==> config.mk <==
export PLATFORM = sky130hd
export DESIGN_NAME = issue_queue_mc
export DESIGN_NICKNAME = d
export VERILOG_FILES = /design/src/rtl/iq_pkg.sv /design/src/rtl/iq_tag_pool.sv /design/src/rtl/issue_queue_mc.sv
export SDC_FILE = /design/constraint.sdc
export NUM_CORES = 1
export LEC_CHECK = 0
export BUFFER_PORTS_ARGS = -buffer_cell sky130_fd_sc_hd__buf_2
export CORE_MARGIN = 3
export CORE_UTILIZATION = 45
export CTS_CLUSTER_SIZE = 24
export DETAILED_ROUTE_END_ITERATION = 6
export MAX_ROUTING_LAYER = met4
export PLACE_DENSITY = 0.7
export SYNTH_ARGS = -nofsm -noshare
export SYNTH_HDL_FRONTEND = slang
export SYNTH_HIERARCHICAL = 1
export SYNTH_SLANG_ARGS = --single-unit
==> constraint.sdc <==
create_clock -name clk -period 32.5 [get_ports clk]
set_input_delay 6.5 -clock clk [delete_from_list [all_inputs] [get_ports clk]]
set_output_delay 6.5 -clock clk [all_outputs]
set_load 0.02 [all_outputs]
==> src/rtl/iq_pkg.sv <==
// Shared types for the multi-operand issue queue: default configuration,
// the queue entry layout and a lowest-set-bit helper.
package iq_pkg;

    localparam int IQ_DEPTH   = 4;
    localparam int IQ_DATA_W  = 32;
    localparam int IQ_TAG_W   = 4;
    localparam int IQ_OP_W    = 2;
    localparam int IQ_NUM_SRC = 2;
    localparam int IQ_NUM_BC  = 2;
    localparam int IQ_ID_BASE = 1;

    // A zero tag marks an operand whose value is already present.
    localparam logic [IQ_TAG_W-1:0] TAG_NONE = '0;

    typedef struct packed {
        logic                                   valid;
        logic [IQ_OP_W-1:0]                     op;
        logic [IQ_NUM_SRC-1:0][IQ_DATA_W-1:0]   val;
        logic [IQ_NUM_SRC-1:0][IQ_TAG_W-1:0]    tag;
        logic [IQ_TAG_W-1:0]                    id;
    } iq_entry_t;

    // Index of the lowest set bit; 0 when the vector is all zeros.
    function automatic int unsigned lowest_set(input logic [31:0] vec);
        int unsigned idx;
        idx = 0;
        for (int i = 31; i >= 0; i--) begin
            if (vec[i]) begin
                idx = unsigned'(i);
            end
        end
        return idx;
    endfunction

endpackage

==> src/rtl/iq_tag_pool.sv <==
// Result-tag allocator: a busy map over tags ID_BASE..ID_BASE+DEPTH-1,
// handing out the lowest free tag and releasing tags seen on a broadcast.
module iq_tag_pool
    import iq_pkg::*;
#(
    parameter int DEPTH   = IQ_DEPTH,
    parameter int TAG_W   = IQ_TAG_W,
    parameter int NUM_BC  = IQ_NUM_BC,
    parameter int ID_BASE = IQ_ID_BASE
) (
    input  logic                    clk,
    input  logic                    RST,
    input  logic                    flush,
    input  logic                    alloc,
    input  logic [NUM_BC-1:0]       bc_valid,
    input  logic [NUM_BC*TAG_W-1:0] bc_tag,
    output logic                    free_exists,
    output logic [TAG_W-1:0]        free_id
);

    logic [DEPTH-1:0] busy;
    logic [DEPTH-1:0] rel_mask;
    logic [DEPTH-1:0] alloc_mask;
    logic [31:0]      free_vec;
    logic [31:0]      free_idx;

    always_comb begin
        free_vec = '0;
        free_vec[DEPTH-1:0] = ~busy;
    end

    assign free_idx    = lowest_set(free_vec);
    assign free_exists = |(~busy);
    assign free_id     = TAG_W'(ID_BASE + int'(free_idx));
    assign alloc_mask  = alloc ? (DEPTH'(1) << free_idx) : '0;

    always_comb begin
        rel_mask = '0;
        for (int k = 0; k < DEPTH; k++) begin
            for (int c = 0; c < NUM_BC; c++) begin
                if (bc_valid[c] && (bc_tag[c*TAG_W +: TAG_W] == TAG_W'(ID_BASE + k))) begin
                    rel_mask[k] = 1'b1;
                end
            end
        end
    end

    // Allocation wins over a release of the same bit; a released tag is
    // only visible as free from the following cycle.
    always_ff @(posedge clk or posedge RST) begin
        if (RST) begin
            busy <= '0;
        end else if (flush) begin
            busy <= '0;
        end else begin
            busy <= (busy & ~rel_mask) | alloc_mask;
        end
    end

endmodule

==> src/rtl/issue_queue_mc.sv <==
// In-order reservation queue with NUM_SRC snooping operands per entry.
// Optional stall counters are built when IQ_STATS_EN is defined.
module issue_queue_mc
    import iq_pkg::*;
#(
    parameter int DEPTH   = IQ_DEPTH,
    parameter int DATA_W  = IQ_DATA_W,
    parameter int TAG_W   = IQ_TAG_W,
    parameter int OP_W    = IQ_OP_W,
    parameter int NUM_SRC = IQ_NUM_SRC,
    parameter int NUM_BC  = IQ_NUM_BC,
    parameter int ID_BASE = IQ_ID_BASE
) (
    input  logic                      clk,
    input  logic                      RST,
    input  logic                      flush,
    input  logic                      enq_valid,
    output logic                      enq_ready,
    input  logic [OP_W-1:0]           enq_op,
    input  logic [NUM_SRC*DATA_W-1:0] enq_val,
    input  logic [NUM_SRC*TAG_W-1:0]  enq_tag,
    output logic [TAG_W-1:0]          enq_id,
    input  logic [NUM_BC-1:0]         bc_valid,
    input  logic [NUM_BC*TAG_W-1:0]   bc_tag,
    input  logic [NUM_BC*DATA_W-1:0]  bc_data,
    output logic                      iss_valid,
    input  logic                      iss_ready,
    output logic [OP_W-1:0]           iss_op,
    output logic [NUM_SRC*DATA_W-1:0] iss_val,
    output logic [TAG_W-1:0]          iss_id,
    output logic [$clog2(DEPTH):0]    count,
    output logic                      full,
    output logic                      empty
`ifdef IQ_STATS_EN
    ,
    output logic [31:0]               stall_full_cnt,
    output logic [31:0]               stall_dep_cnt
`endif
);

    localparam int PTR_W = $clog2(DEPTH);
    localparam int CNT_W = PTR_W + 1;

    iq_entry_t        q      [DEPTH];
    iq_entry_t        q_next [DEPTH];
    logic [PTR_W-1:0] head;
    logic [PTR_W-1:0] tail;
    logic [CNT_W-1:0] cnt;
    logic             head_ready;
    logic             iss_fire;
    logic             enq_fire;
    logic             tag_free;
    logic [TAG_W-1:0] new_id;

    // Returns {hit, data}; scanning downward lets the lowest channel win.
    function automatic logic [DATA_W:0] snoop(
        input logic [TAG_W-1:0]         t,
        input logic [NUM_BC-1:0]        v,
        input logic [NUM_BC*TAG_W-1:0]  bt,
        input logic [NUM_BC*DATA_W-1:0] bd
    );
        logic [DATA_W:0] r;
        r = '0;
        for (int c = NUM_BC - 1; c >= 0; c--) begin
            if (v[c] && (t != TAG_NONE) && (bt[c*TAG_W +: TAG_W] == t)) begin
                r = {1'b1, bd[c*DATA_W +: DATA_W]};
            end
        end
        return r;
    endfunction

    iq_tag_pool #(
        .DEPTH   (DEPTH),
        .TAG_W   (TAG_W),
        .NUM_BC  (NUM_BC),
        .ID_BASE (ID_BASE)
    ) u_tag_pool (
        .clk         (clk),
        .RST         (RST),
        .flush       (flush),
        .alloc       (enq_fire),
        .bc_valid    (bc_valid),
        .bc_tag      (bc_tag),
        .free_exists (tag_free),
        .free_id     (new_id)
    );

    assign count = cnt;
    assign full  = (cnt == CNT_W'(DEPTH));
    assign empty = (cnt == '0);

    always_comb begin
        head_ready = 1'b1;
        for (int k = 0; k < NUM_SRC; k++) begin
            if (q[head].tag[k] != TAG_NONE) begin
                head_ready = 1'b0;
            end
        end
    end

    // A full queue may accept while the head leaves, so enq_ready depends
    // combinationally on iss_ready.
    assign iss_valid = !empty && head_ready;
    assign iss_fire  = iss_valid && iss_ready && !flush;
    assign enq_ready = tag_free && (!full || iss_fire);
    assign enq_fire  = enq_valid && enq_ready && !flush;
    assign enq_id    = new_id;

    assign iss_op  = q[head].op;
    assign iss_val = q[head].val;
    assign iss_id  = q[head].id;

    // Snoop waiting operands, retire the head, then write the new tail;
    // the write goes last because a full queue reuses the head slot.
    always_comb begin
        logic [DATA_W:0] hit;
        hit    = '0;
        q_next = q;
        for (int i = 0; i < DEPTH; i++) begin
            if (q[i].valid) begin
                for (int k = 0; k < NUM_SRC; k++) begin
                    hit = snoop(q[i].tag[k], bc_valid, bc_tag, bc_data);
                    if (hit[DATA_W]) begin
                        q_next[i].val[k] = hit[DATA_W-1:0];
                        q_next[i].tag[k] = TAG_NONE;
                    end
                end
            end
        end
        if (iss_fire) begin
            q_next[head].valid = 1'b0;
        end
        if (enq_fire) begin
            q_next[tail].valid = 1'b1;
            q_next[tail].op    = enq_op;
            q_next[tail].id    = new_id;
            for (int k = 0; k < NUM_SRC; k++) begin
                hit = snoop(enq_tag[k*TAG_W +: TAG_W], bc_valid, bc_tag, bc_data);
                if (hit[DATA_W]) begin
                    q_next[tail].val[k] = hit[DATA_W-1:0];
                    q_next[tail].tag[k] = TAG_NONE;
                end else begin
                    q_next[tail].val[k] = enq_val[k*DATA_W +: DATA_W];
                    q_next[tail].tag[k] = enq_tag[k*TAG_W +: TAG_W];
                end
            end
        end
    end

    always_ff @(posedge clk or posedge RST) begin
        if (RST) begin
            head <= '0;
            tail <= '0;
            cnt  <= '0;
            for (int i = 0; i < DEPTH; i++) begin
                q[i] <= '0;
            end
        end else if (flush) begin
            head <= '0;
            tail <= '0;
            cnt  <= '0;
            for (int i = 0; i < DEPTH; i++) begin
                q[i] <= '0;
            end
        end else begin
            q <= q_next;
            if (iss_fire) begin
                head <= head + PTR_W'(1);
            end
            if (enq_fire) begin
                tail <= tail + PTR_W'(1);
            end
            if (enq_fire && !iss_fire) begin
                cnt <= cnt + CNT_W'(1);
            end else if (iss_fire && !enq_fire) begin
                cnt <= cnt - CNT_W'(1);
            end
        end
    end

`ifdef IQ_STATS_EN
    // Saturating stall counters survive a flush; only RST clears them.
    always_ff @(posedge clk or posedge RST) begin
        if (RST) begin
            stall_full_cnt <= '0;
            stall_dep_cnt  <= '0;
        end else begin
            if (enq_valid && !enq_ready && (stall_full_cnt != '1)) begin
                stall_full_cnt <= stall_full_cnt + 32'd1;
            end
            if (!empty && !iss_valid && (stall_dep_cnt != '1)) begin
                stall_dep_cnt <= stall_dep_cnt + 32'd1;
            end
        end
    end
`endif

endmodule

==> results.txt <==
The flow ran to the end, but the final reports show violations. The final reports fail on design-rule violations. The logs give 67.8 MHz for the timing-limited maximum frequency and 37.5% for the post-synthesis sequential area ratio. The number of nets handed over by synthesis was 2,356. The count of boundary I/O pins was 234.

In this run the post-CTS setup repair buffer count came out at 0. After legalization and detailed placement, the total HPWL measured 50,100 µm. Yosys mapped a number of flops with a built-in enable equal to 0. In this run, distinct cell masters in the synthesized netlist total 65.

The final standard cell area without fillers is 0.0243 mm². Leading cell type in the layout, fill and taps excluded: sky130_fd_sc_hd__dfrtp_1. The placed instances occupy a cell area of 0.0230 mm². The path class of the tightest hold or removal check is flip-flop to flip-flop.

For the post-detailed-route count of antenna-violating nets, the log shows 0. After floorplanning, the core was divided into 80 placement rows. The later pin in the worst-skew pair is clocked with a latency of 560 ps.

Prior to clock tree synthesis, the placed netlist has a worst setup slack of 17,790 ps. Final max-slew violation count: 0. The number of vias per cell was 7.51.

The most used flip-flop cell after synthesis is sky130_fd_sc_hd__dfrtp_1. In the post-synthesis netlist, the biggest area contributors are sky130_fd_sc_hd__dfrtp_1 (38%), sky130_fd_sc_hd__mux2i_1 (9.6%), sky130_fd_sc_hd__o221ai_1 (7.8%), sky130_fd_sc_hd__mux4_2 (7.2%), sky130_fd_sc_hd__clkbuf_1 (3.7%). The share of the clock period used by the worst path after layout was 45.4%.

The fraction of registers with async set/reset is 100%, and the worst ir drop on vdd is 0.0345 mV. The Yosys step of the flow raised 6 warnings. The run gives 34.2% as the combined global-route utilization of all metal layers. The final layout contains routed wiring with a total length of 87,900 µm.

Internal power component: 0.000897 W. Counting flops and latches in the post-synthesis netlist gives 327. The CTS root buffer is sky130_fd_sc_hd__clkbuf_16. At the end of the flow, the number of nets in the layout was 2,393. By startpoint and endpoint, the worst setup path is classified as input port to primary output.

The post-synthesis average cell area came out at 9.95 µm². The total design power was 0.00143 W. The horizontal extent of the die is 226 µm.

For this run, the share of the core covered by cells in the final layout is 50.8%. The final setup skew is 13.2 ps. The power density over the cells was 59.0 mW/mm². The nature of the critical path endpoint is a primary output. For the worst setup path, the data arrival time is 8240 ps. The number of setup violations in the final report was 0. The worst path needs 14,740 ps of the cycle, external delays included. The count of max-cap constraint violations was 0. The number of buffers inserted by hold repair at cts came out at 0. The static leakage is 10.8 nW.

The initial cell density of the core came out at 45.6%. The run gives 3 as the largest buffer count on any clock path. Summed over all nets, the switching power comes to 0.000536 W. The clock network accounts for 31.2% of the total power.

The number of sinks driven by the clock tree is 327, and the layout overhead on the synthesized area is 11.5%. For this run, the detailed router's first-pass iteration total came to 7. The number of instances in the synthesized netlist was 2,190. The core region area came out at 0.0478 mm². The post-route netlist has 20.2% of its cells at a drive strength greater than 1. Entering global routing, the biggest net connects 174 pins. The first global-routing pass estimated 131,000 µm of wire. The number of clock buffers added by TritonCTS is 39.

Once the clock tree was built, the resizer swapped 0 gates to a different size. Routability-driven placement finished with a final weighted congestion of 0.888. The share of synthesized area in the top cell type comes to 37.5%. Setup repair after global routing left no endpoint under its margin. The wire length per cell was 30.6 µm.

Launching element type of the critical path: an input port. In this run, the number of DRC markers left after iteration 0 of detailed routing was 3,292. Cell type with the highest aggregate area in the netlist: sky130_fd_sc_hd__dfrtp_1. The clock slew at the register clock pins of the worst setup and hold paths works out to 50 ps.

The run gives 35.8% as the part of the power in registers. For the overall overflow remaining after global route, the log shows 0. Of the total power, combinational logic draws 33.0%.

Setup total negative slack on the finished layout was measured at 0 ps. The die is 226 µm tall. For the worst setup path, the data required time is 26,000 ps.

Switching power share of the total: 37.4%. The tools report the final setup slack of the worst path as 17,760 ps. The combined area of all synthesized cells was 0.0218 mm².

Final hold violation count: 0. For the final routed DRC violation total, the log shows 4. The H-tree was split into 2 levels. After filler insertion, the fill cell instance count of the layout stands at 4,264.

Number of vias in the routed layout: 21,600. Number of I/O port buffers: 232. TritonCTS built the clock tree. For the via count of the first global-routing pass, the log shows 21,200.

In this run the worst path has a maximum fanout of 12. The run gives 4 as the number of antenna violations at the first check in global routing. Area of the die: 0.0511 mm². The top cell types in the final layout, fill and taps aside, are sky130_fd_sc_hd__dfrtp_1 (325), sky130_fd_sc_hd__buf_2 (232), sky130_fd_sc_hd__mux2i_1 (210).

The tightest slew margin relative to the limit came out at 17.3%. At the pin with the least slew margin, the transition time is 1240 ps.
## Yosys cell counts, types with 7 or more instances
| cell type | number |
|---|---|
| sky130_fd_sc_hd__and3_1 | 9 |
| sky130_fd_sc_hd__a21oi_1 | 124 |
| sky130_fd_sc_hd__mux4_2 | 70 |
| sky130_fd_sc_hd__mux2i_1 | 210 |
| sky130_fd_sc_hd__a2111o_1 | 64 |
| sky130_fd_sc_hd__o221ai_1 | 193 |
| sky130_fd_sc_hd__nor2_1 | 159 |
| sky130_fd_sc_hd__o41ai_1 | 66 |
| sky130_fd_sc_hd__a211o_1 | 65 |
| sky130_fd_sc_hd__a21o_1 | 7 |
| sky130_fd_sc_hd__a31o_2 | 12 |
| sky130_fd_sc_hd__buf_4 | 8 |
| sky130_fd_sc_hd__nor3_1 | 32 |
| sky130_fd_sc_hd__buf_1 | 10 |
| sky130_fd_sc_hd__inv_1 | 53 |
| sky130_fd_sc_hd__buf_2 | 37 |
| sky130_fd_sc_hd__o21ai_0 | 90 |
| sky130_fd_sc_hd__xnor2_1 | 32 |
| sky130_fd_sc_hd__dfrtp_1 | 327 |
| sky130_fd_sc_hd__o22ai_1 | 128 |
| sky130_fd_sc_hd__nand3_1 | 9 |
| sky130_fd_sc_hd__nand2_1 | 68 |
| sky130_fd_sc_hd__nor4_1 | 12 |
| sky130_fd_sc_hd__ha_1 | 12 |
| sky130_fd_sc_hd__nand4_1 | 18 |
| sky130_fd_sc_hd__a31oi_1 | 32 |
| sky130_fd_sc_hd__and2_1 | 10 |
| sky130_fd_sc_hd__clkbuf_1 | 216 |
| sky130_fd_sc_hd__xor2_1 | 37 |
## layout make-up
class                   instances  area [µm²]  share of cell area (%)
multi-input cells            1534       12400                    51.0
flip-flops and latches        327        8190                    33.7
repair buffers                271        1460                    6.01
clock buffers                  57        1120                    4.62
well taps                     615         769                    3.17
inverters                      54         210                   0.865
clock inverters                12         153                   0.628
diodes                          3        7.51                  0.0309
## layer usage
layer	track usage, %	wire length [µm]	up-vias
met1	45.3	34200	10700
met2	49.2	37600	1783
li1	-	-	8739
met3	9.74	11800	369
met5	-	0	-
met4	14.8	4280	0
## worst paths after layout
check | end | depth (start not counted) | slack (ps) | from
worst max register to register | q[184]$_DFF_PP0_ | 8 | 27380 | head[0]$_DFFE_PP0P_
max in group asynchronous | q[91]$_DFF_PP0_ | 4 | 23830 | RST
worst max-delay path | enq_ready | 8 | 17760 | iss_ready
worst min-delay path | q[1]$_DFFE_PP0P_ | 2 | 520 | q[1]$_DFFE_PP0P_
min in group asynchronous | u_tag_pool/busy[1]$_DFF_PP0_ | 2 | 5870 | RST
worst min register to register | q[1]$_DFFE_PP0P_ | 2 | 520 | q[1]$_DFFE_PP0P_
## state kept, by name, summed over array words and instances, names as in the netlist
| name | count |
|---|---|
| count | 3 |
| head | 2 |
| q | 316 |
| tail | 2 |
| u_tag_pool/busy | 4 |
## cells by family after synthesis
kind of cell	synth area share, %
compound gates	27.7
xor+xnor	2.77
fa+ha+maj	0.781
buf+inv	6.15
flops	37.5
mux	17.0
other cells	0.0172
simple gates	8.09
## critical path, cell delays in order
cell and delay [ps]:
sky130_fd_sc_hd__buf_2 100, sky130_fd_sc_hd__o31ai_2 110, sky130_fd_sc_hd__or2_2 210, sky130_fd_sc_hd__a21oi_1 40, sky130_fd_sc_hd__a21oi_1 770, sky130_fd_sc_hd__o21ai_0 150, sky130_fd_sc_hd__and2_1 200, sky130_fd_sc_hd__buf_2 150
## per-stage QoR
stage                     std cells  hold slack (ps)
final                          2873              517
after global placement         2800              500
after detailed placement       2800              515
after global routing           2873              535
after CTS                      2869              522
after floorplan                2190              484
## power groups by stage
stage	Combinational [W]	Clock (W)	Sequential, W
finish	0.000473	0.000448	0.000513
global route	0.000496	0.000467	0.000518
CTS	0.000463	0.000450	0.000510
detailed placement	0.000460	0	0.000517
global placement	0.000452	0	0.000515
floorplan	0.000333	0	0.000490
Note: power is estimated with default switching activity, not from simulation.
